$ cat src/rtl/sysid_checker_pkg.sv
// ---------------------------------------------------------------------------
// sysid_checker_pkg
//   Shared definitions for the sysid checker: FSM state encoding, default
//   expected ID/timestamp words, bus data width and the width of the
//   optional waitrequest watchdog counter.
// ---------------------------------------------------------------------------
package sysid_checker_pkg;

    localparam int DATA_W = 32;
    localparam int WDOG_W = 16;

    localparam logic [DATA_W-1:0] DEFAULT_ID        = 32'h0000_0000;
    localparam logic [DATA_W-1:0] DEFAULT_TIMESTAMP = 32'd1316073944;

    typedef logic [1:0] state_t;

    localparam state_t ST_IDLE   = 2'd0;
    localparam state_t ST_RD_ID  = 2'd1;
    localparam state_t ST_RD_TS  = 2'd2;
    localparam state_t ST_FINISH = 2'd3;

    function automatic logic words_match(input logic [DATA_W-1:0] a,
                                         input logic [DATA_W-1:0] b);
        return a == b;
    endfunction

endpackage

$ cat src/rtl/sysid_checker_wdog.sv
// ---------------------------------------------------------------------------
// sysid_checker_wdog
//   Waitrequest watchdog. Counts stall cycles of the current read and flags
//   the stall cycle that brings the count up to LIMIT.
//   Ports:
//     clock  : clock
//     reset  : asynchronous active-high reset
//     clear  : restart the count (no read in progress or a read completed)
//     tick   : one stall cycle of the current read
//     expire : this stall cycle is the LIMIT-th one
// ---------------------------------------------------------------------------
module sysid_checker_wdog
    import sysid_checker_pkg::*;
#(
    parameter int LIMIT = 255
) (
    input  logic clock,
    input  logic reset,
    input  logic clear,
    input  logic tick,
    output logic expire
);

    localparam logic [WDOG_W-1:0] LAST = WDOG_W'(LIMIT - 1);

    logic [WDOG_W-1:0] cnt;

    always_ff @(posedge clock or posedge reset) begin
        if (reset) begin
            cnt <= '0;
        end else if (clear) begin
            cnt <= '0;
        end else if (tick) begin
            cnt <= cnt + 1'b1;
        end
    end

    // Fires in the stall cycle whose increment makes the count equal LIMIT,
    // so the master can drop read on the following edge.
    assign expire = tick && (cnt == LAST);

endmodule

$ cat config.mk
export PLATFORM = sky130hd
export DESIGN_NAME = sysid_checker_wdog
export DESIGN_NICKNAME = d
export VERILOG_FILES = /design/src/rtl/sysid_checker_pkg.sv /design/src/rtl/sysid_checker_wdog.sv
export SDC_FILE = /design/constraint.sdc
export NUM_CORES = 1
export LEC_CHECK = 0
export CORE_UTILIZATION = 30
export CTS_CLUSTER_DIAMETER = 120
export CTS_CLUSTER_SIZE = 28
export DETAILED_ROUTE_END_ITERATION = 6
export SLEW_MARGIN = 20
export SYNTH_ARGS = -nofsm -noshare
export SYNTH_HDL_FRONTEND = slang
export SYNTH_SLANG_ARGS = --single-unit
export TNS_END_PERCENT = 50
$ cat constraint.sdc
create_clock -name clock -period 2 [get_ports clock]
set_clock_uncertainty 0.15 [all_clocks]
set_input_delay 0.2 -clock clock [delete_from_list [all_inputs] [get_ports clock]]
set_output_delay 0.2 -clock clock [all_outputs]
set_load 0.03 [all_outputs]
==> results of run 1 <==
==> layout by cell type, fill, tap and decap left out, types with 2 or more instances in the layout <==
master           netlist  layout
or4_4                  1       2
dfrtp_1               16      15
a21oi_1                5       3
clkbuf_4               0       3
inv_1                  7       7
xor2_1                 4       4
nor4_1                 4       3
xnor2_1                6       6
a21oi_2                0       2
clkdlybuf4s50_1        0       3
a31o_2                 2       2
buf_4                  0      14
o21ai_0                4       3
o211ai_1               2       2
nand3_1                3       2
nand2_1                3       3
nand4_1                4       4
nor3_1                 2       2
nor2_1                11      11
==> cells by family after synthesis <==
logic type / Yosys count
fa+ha+maj: 2
compound gates: 15
simple gates: 35
buf+inv: 10
xor+xnor: 10
flops: 16
==> metal layers <==
layer	up-vias	part of all wire	global-route usage
li1	346	-	-
met1	355	0.49	0.1779
met2	9	0.47	0.2065
met3	0	0.037	0.04918
met4	0	0	0.01071
met5	-	0	0
==> how the worst max path moves through the flow <==
stage / start / end / slack, ns / cells past startpoint
after floorplan: cnt[0] / cnt[14] / 0.11 / 5
after global placement: clear / cnt[15] / -0.05 / 7
after detailed placement: clear / cnt[14] / -0.06 / 5
after CTS: cnt[12] / expire / -0.02 / 3
after global routing: cnt[0] / expire / -0.09 / 6
final: cnt[12] / expire / -0.005 / 3
==> area by class of cell <==
| type | instances | area [µm²] | share of cell area |
|---|---|---|---|
| Sequential cell | 16 | 401.6 | 0.3607 |
| Timing Repair Buffer | 17 | 135.1 | 0.1213 |
| Multi-Input combinational cell | 62 | 476.7 | 0.4281 |
| Tap cell | 30 | 37.54 | 0.03371 |
| Clock buffer | 4 | 36.28 | 0.03258 |
| Inverter | 7 | 26.28 | 0.02360 |
==> through the flow <==
stage | util | setup TNS (ns) | hold WS (ns)
2_1_floorplan | - | 0 | -0.03626
3_3_place_gp | 0.3840 | -0.1772 | 0.3938
3_5_place_dp | 0.3840 | -0.1371 | 0.3972
4_1_cts | 0.4211 | -0.01870 | 0.1546
5_1_grt | 0.4337 | -0.1494 | 0.1864
6_report | 0.4337 | -0.004613 | 0.1291
==> power by group through the flow <==
stage / clock network, mW / logic (mW) / registers (mW)
2_1_floorplan: 0 / 0.0270 / 0.339
3_5_place_dp: 0 / 0.0529 / 0.338
3_3_place_gp: 0 / 0.0521 / 0.338
4_1_cts: 0.229 / 0.0622 / 0.331
6_report: 0.221 / 0.0661 / 0.331
5_1_grt: 0.242 / 0.0755 / 0.332
==> what timing repair did <==
item | in CTS | in global routing
pin swaps | 2 | 2
hold buffers | 0 | 0
buffers inserted | 4 | 0
gates resized for setup | 6 | 7
endpoints found under the setup margin | 1 | 3
==> worst reg2reg max path: stages (launching register included) <==
cell,delay (ns)
dfrtp_1,0.38
buf_4,0.12
ha_2,0.17
o21ai_1,0.08
or4_4,0.50
or3_4,0.38
a21oi_2,0.14
==> results_dict.tcl, run 1 <==
set metrics [dict create \
    synth.net_count 94 \
    largest_reg_flops 16 \
    htree_levels 1 \
    area_delta_synth_final_pct 30.88 \
    worst_pin_slew_ns 0.6299 \
    place_area_um2 985.9 \
    drt-initial-drc-count 6 \
    worstReg2RegStart "cnt[0]" \
    synth_compound_area_frac 0.1118 \
    required_ns 1.65 \
    layout_setup_ws_ns -0.004613 \
    power.switching_mw 0.1477 \
    fmaxAchievable_mhz 498.8 \
    maxSlewHeadroom 0.5796 \
    startpoint_type "flop" \
    synthDominantCellAreaShare 0.4706 \
    setup.worst_path.class "reg -> out" \
    drc_errors 0 \
    worstHoldPathType "in -> async" \
    ys_seq_elements 16 \
    drt-vias-per-instance 5.221 \
    total_power_mw 0.6178 \
    reg2reg_depth 6 \
    pwr-share-clk 0.357 \
    yosys-top-cells-count "dfrtp_1, nor2_1, inv_1, xnor2_1, a21oi_1" \
    grt_pass1_vias 686 \
    die_w_um 55.26 \
    combPwrFrac 0.107 \
    ys.flop_type "dfrtp_1" \
    root_buffer "clkbuf_4" \
    drv_slew 0 \
    n_fill_cell 268 \
    first_pass_iters 4 \
    r2r_end "cnt[14]" \
    synth.avg_cell_area_um2 9.668 \
    stdcell_area_um2 1114 \
    critPathMaxStageDelay_ns 0.55 \
    timing.final.hold_violations 0 \
    syn_inst 88 \
    core_um2 2567 \
    drive_above_1_share 0.3113 \
    dieHeight_um 55.26 \
    regToRegSetupSlack_ns 0.02 \
    switching_share 0.2391 \
    wirelength_um 1793 \
    crit_path_max_fanout 2 \
    rsz0062_at_grt "yes" \
    p_leak_nw 0.4592 \
    clk_latency_ns 0.29 \
    worstSetupEndpointType "output pin" \
    intPower_mw 0.4701 \
    synthDistinctLibCells 26 \
    ctsLongestPathBuffers 2 \
    worstPathArrival_ns 1.65 \
    via_count 710 \
    cts_tree "built" \
    placementRows 18 \
    synthMuxAreaShare 0 \
    post-dp-hpwl_um 1185 \
    synth-simple-area-share 0.2382 \
    seq_area_frac_synth 0.4706 \
    fin_crit_ns 2.005 \
    path_clk_slew_ns 0.10 \
    wl_per_cell_um 13.18 \
    power_density_nw_per_um2 554.8 \
    dp_cells 128 \
    peakVddDrop_mv 0.3361 \
    synth_edf_count 0 \
    violations "negative setup slack" \
    status "finished with violations" \
    synth_fa_ha_area_frac 0.02941 \
    diodes 0 \
    antenna_found_initial 0 \
    gp_congestion 0.8293 \
    finalCritPeriodShare 1.002 \
    ant_nets 0 \
    cts_sinks 16 \
    num-nets-final 113 \
    layout.cells.non_filler 136 \
    io_buffers 4 \
    preCtsSetupSlack_ns -0.06431 \
    die-area_um2 3053 \
    start_util 0.3314 \
    critPathTopFamily "simple AND/OR/NAND/NOR gates" \
    path_cells "or4_4, nor4_4, buf_4" \
    ios 5 \
    mappedNetlistArea_um2 850.8 \
    synthTopCellsByArea "dfrtp_1, xnor2_1, nor2_1, xor2_1, inv_1" \
    worst-path-buf-inv 1 \
    synth_top_family_by_area "simple AND/OR/NAND/NOR gates" \
    gr-total-overflow 0 \
    finalSetupViolations 1 \
    cts_buffers 3 \
    cp_slowest_cell "or4_4" \
    synth_largest_area_cell "dfrtp_1" \
    regMostFlops "cnt" \
    drv_cap 0 \
    grt_max_degree 20 \
    yosys.cell_count.top_type "dfrtp_1" \
    p_seq_frac 0.536 \
    top_regs "cnt (16)" \
    grtUsageTotal 0.1309 \
    synthXorXnorAreaFrac 0.1029 \
    synthArstFlopShare 1.000 \
    grt_pass1_wl_um 3201 \
    yosys_warnings 0 \
]
No activity file was read; power rests on OpenSTA's default activity.
==> run 2: changes to the inputs <==
--- a/config.mk
+++ b/config.mk
@@ -5,6 +5,8 @@
 export SDC_FILE = /design/constraint.sdc
 export NUM_CORES = 1
 export LEC_CHECK = 0
+export ABC_CLOCK_PERIOD_IN_PS = 2000
+export CORE_MARGIN = 4
 export CORE_UTILIZATION = 30
 export CTS_CLUSTER_DIAMETER = 120
 export CTS_CLUSTER_SIZE = 28
==> results_dict.tcl, run 2 (synthesized netlist as in run 1, its figures left out) <==
set metrics [dict create \
    cp_slowest_cell "or4_4" \
    largest_reg_flops 16 \
    finalCritPeriodShare 0.9985 \
    grtUsageTotal 0.1086 \
    worstHoldPathType "in -> async" \
    dr_wl_met2_um 913 \
    worstSetupEndpointType "output pin" \
    layout_commonest_cell "dfrtp_1" \
    startpoint_type "flop" \
    layout.cells.non_filler 137 \
    io_buffers 4 \
    cts_tree "built" \
    drt-initial-drc-count 18 \
    reg2reg_depth 6 \
    critPathMaxStageDelay_ns 0.55 \
    setup.worst_path.class "reg -> out" \
    multi_input_area_um2 457.9 \
    drt-vias-per-instance 5.175 \
    ant_nets 0 \
    path_cells "or4_4, nor4_4, buf_6" \
    die_w_um 61.26 \
    drv_cap 0 \
    p_leak_nw 0.4630 \
    drive_above_1_share 0.2830 \
    post-dp-hpwl_um 1176 \
    grt_pass1_wl_um 3015 \
    timing.final.hold_violations 0 \
    regToRegSetupSlack_ns 0.04 \
    die-area_um2 3752 \
    start_util 0.3112 \
    clk_latency_ns 0.29 \
    rsz0062_at_grt "yes" \
    drv_slew 0 \
    diodes 0 \
    grt_max_degree 20 \
    crit_path_start "cnt[12]" \
    worst-path-buf-inv 1 \
    power_density_nw_per_um2 558.9 \
    cts_buffers 3 \
    grt_pass1_vias 684 \
    placementRows 19 \
    ctsLongestPathBuffers 2 \
    gr-total-overflow 0 \
    critPathTopFamily "simple AND/OR/NAND/NOR gates" \
    top_regs "cnt (16)" \
    worstPathArrival_ns 1.65 \
    dp_cells 126 \
    htree_levels 1 \
    path_clk_slew_ns 0.10 \
    r2r_end "cnt[14]" \
    area_delta_synth_final_pct 29.26 \
    layout_common_cells "dfrtp_1, buf_4, nor2_1" \
    drt-met1-wl_um 820 \
    first_pass_iters 4 \
    ios 5 \
    root_buffer "clkbuf_4" \
    wirelength_um 1804 \
    required_ns 1.65 \
    worstReg2RegStart "cnt[0]" \
    core_um2 2734 \
    finalSetupViolations 0 \
    wl_met3_um 51 \
    drc_errors 0 \
    dieHeight_um 61.26 \
    top_layer_used "met4" \
    via_count 709 \
    regArea_um2 401.6 \
    wl_per_cell_um 13.17 \
    maxSlewHeadroom 0.6111 \
    fin_util 0.4023 \
    n_fill_cell 252 \
    regMostFlops "cnt" \
    crit_path_max_fanout 2 \
    fmaxAchievable_mhz 500.8 \
    status "complete, no violations" \
    antenna_found_initial 0 \
    num-nets-final 113 \
    peakVddDrop_mv 0.4465 \
    gp_congestion 0.7703 \
    cts_sinks 16 \
    fin_crit_ns 1.997 \
    worst_pin_slew_ns 0.5827 \
]
## run 2: cell counts in the layout (fill, tap and decap cells not counted)
No cell type changed its count.
## run 2: what timing repair did
action,CTS,global route
buffers inserted,7,0
gates resized for setup,5,5
setup endpoints to repair,1,3
hold buffers,0,0
pin swaps,2,1
## run 2: worst max path at each step
stage                   end  cells after the start
detailed placement  cnt[14]                      5
floorplan           cnt[14]                      5
CTS                  expire                      3
global route         expire                      6
finish               expire                      3
global placement    cnt[15]                      7
## run 2: area by class of cell
type                    instances  area share
multi-input cells              62      0.4164
flip-flops and latches         16      0.3652
well taps                      31     0.03527
repair buffers                 17      0.1263
inverters                       7     0.02389
clock buffers                   4     0.03299
## run 2: through the flow
step           hold WS (ns)   TNS, ns  total power [mW]  cell area (µm²)  worst slack (ns)
6_report             0.1059         0            0.6147             1100          0.003091
5_1_grt              0.1593   -0.1237            0.6377             1100          -0.08224
4_1_cts              0.1445         0            0.6151             1077          0.003085
3_5_place_dp         0.3981  -0.09909            0.3821            964.7          -0.04250
3_3_place_gp         0.3794   -0.1166            0.3821            964.7          -0.05333
2_1_floorplan      -0.03626         0            0.3662            857.1            0.1128
## run 2: power breakdown
group	total (mW)	switching, mW	internal [mW]
sequential	0.332	0.00431	0.328
clock	0.219	0.109	0.111
combinational	0.0634	0.0321	0.0313
## run 2: routing by layer
metal / vias up / global-route usage
li1: 351 / -
met1: 344 / 0.1427
met2: 10 / 0.1647
met3: 4 / 0.02935
met5: - / 0
met4: 0 / 0.05263
==> run 3: changes to the inputs <==
--- a/config.mk
+++ b/config.mk
@@ -7,10 +7,11 @@
 export LEC_CHECK = 0
 export ABC_CLOCK_PERIOD_IN_PS = 2000
 export CORE_MARGIN = 4
-export CORE_UTILIZATION = 30
+export CORE_UTILIZATION = 40
 export CTS_CLUSTER_DIAMETER = 120
 export CTS_CLUSTER_SIZE = 28
 export DETAILED_ROUTE_END_ITERATION = 6
+export DONT_BUFFER_PORTS = 1
 export SLEW_MARGIN = 20
 export SYNTH_ARGS = -nofsm -noshare
 export SYNTH_HDL_FRONTEND = slang
==> results_dict.tcl, run 3 (synthesized netlist as in run 1, its figures left out) <==
set metrics [dict create \
    fin_util 0.5335 \
    via_count 689 \
    dieHeight_um 54.12 \
    core_um2 1982 \
    htree_levels 1 \
    layout_commonest_cell "dfrtp_1" \
    setup_tns_ns 0 \
    placementRows 16 \
    diodes 0 \
    worst_pin_slew_ns 0.6226 \
    preCtsSetupSlack_ns 0.1311 \
    finalSetupViolations 0 \
    crit_path_max_fanout 2 \
    startpoint_type "flop" \
    antenna_found_initial 0 \
    regToRegSetupSlack_ns 0.09 \
    cts_sinks 16 \
    required_ns 1.65 \
    n_fill_cell 196 \
    timing.final.hold_violations 0 \
    drive_above_1_share 0.2647 \
    worstHoldPathType "in -> reg" \
    stdcell_area_um2 1057 \
    wirelength_um 1718 \
    drv_cap 0 \
    whs_ns 0.03867 \
    gr-total-overflow 0 \
    drt-vias-per-instance 5.341 \
    area_delta_synth_final_pct 24.26 \
    post-dp-hpwl_um 1177 \
    die-area_um2 2929 \
    ios 5 \
    drc_errors 0 \
    grt_pass1_vias 671 \
    dp_cells 119 \
    grtUsageTotal 0.1471 \
    drt-initial-drc-count 4 \
    power_density_nw_per_um2 523.1 \
    wl_per_cell_um 13.32 \
    clk_latency_ns 0.27 \
    status "complete, no violations" \
    worstPathArrival_ns 1.61 \
    setup.worst_path.class "reg -> out" \
    maxSlewHeadroom 0.5845 \
    p_leak_nw 0.4381 \
    peakVddDrop_mv 0.4218 \
    top_regs "cnt (16)" \
    fin_crit_ns 1.959 \
    total_power_mw 0.5530 \
    drv_slew 0 \
    grt_max_degree 17 \
    num-nets-final 110 \
    gp_congestion 0.7681 \
    first_pass_iters 4 \
    finalCritPeriodShare 0.9794 \
    ctsLongestPathBuffers 2 \
    layout_setup_ws_ns 0.04113 \
    die_w_um 54.12 \
    cts_tree "built" \
    fmaxAchievable_mhz 510.5 \
    regMostFlops "cnt" \
    start_util 0.4293 \
    largest_reg_flops 16 \
    place_area_um2 929.6 \
    cts_buffers 3 \
    layout_common_cells "dfrtp_1, nor2_1, buf_4" \
    worstSetupEndpointType "output pin" \
    root_buffer "clkbuf_4" \
    path_clk_slew_ns 0.09 \
    layout.cells.non_filler 129 \
    io_buffers 0 \
    grt_pass1_wl_um 3070 \
    rsz0062_at_grt "yes" \
    ant_nets 0 \
]
## run 3: cell types whose count changed in the layout (fill, tap and decap cells not counted), moves of 2 or more
cell and change:
buf_4 -3, clkdlybuf4s50_1 -3, dlygate4sd3_1 +3, ha_1 -2
## run 3: routing by layer
layer	wire (µm)	global-route usage
met1	794	0.1973
met2	836	0.2231
met3	77	0.05263
met4	8	0.03734
met5	0	0
## run 3: worst max-delay path, cell delays in order, from the launching register on
cell and delay [ns]:
dfrtp_2 0.41, or4_4 0.51, nor4_2 0.21, buf_4 0.20
## run 3: final cells by class
class	count	area [µm²]	share of cell area
inverters	7	28.78	0.02722
flip-flops and latches	16	401.6	0.3799
well taps	27	33.78	0.03195
multi-input cells	62	454.2	0.4296
clock buffers	3	22.52	0.02130
repair buffers	14	116.4	0.1101
## run 3: final timing paths
check                      startpoint  endpoint  depth (start not counted)
setup reg to reg               cnt[0]   cnt[14]                          6
min in group asynchronous       reset   cnt[12]                          2
hold reg to reg                cnt[7]    cnt[7]                          2
hold / removal                   tick    cnt[4]                          3
setup / recovery              cnt[11]    expire                          3
max in group asynchronous       reset   cnt[11]                          2
## run 3: what timing repair did
action / CTS / global route
setup endpoints to repair: 1 / 3
pin swaps: 4 / 2
gates resized for setup: 7 / 5
cloned: 0 / 0
hold buffers: 3 / 0
setup buffers: 4 / 0
endpoints found under the hold margin: 32 / 0
## run 3: where the power goes
group / internal (mW) / leakage, nW / switching (mW)
logic: 0.0300 / 0.204 / 0.0308
clock network: 0.0698 / 0.0138 / 0.0913
registers: 0.328 / 0.220 / 0.00349
total: 0.427 / 0.438 / 0.126
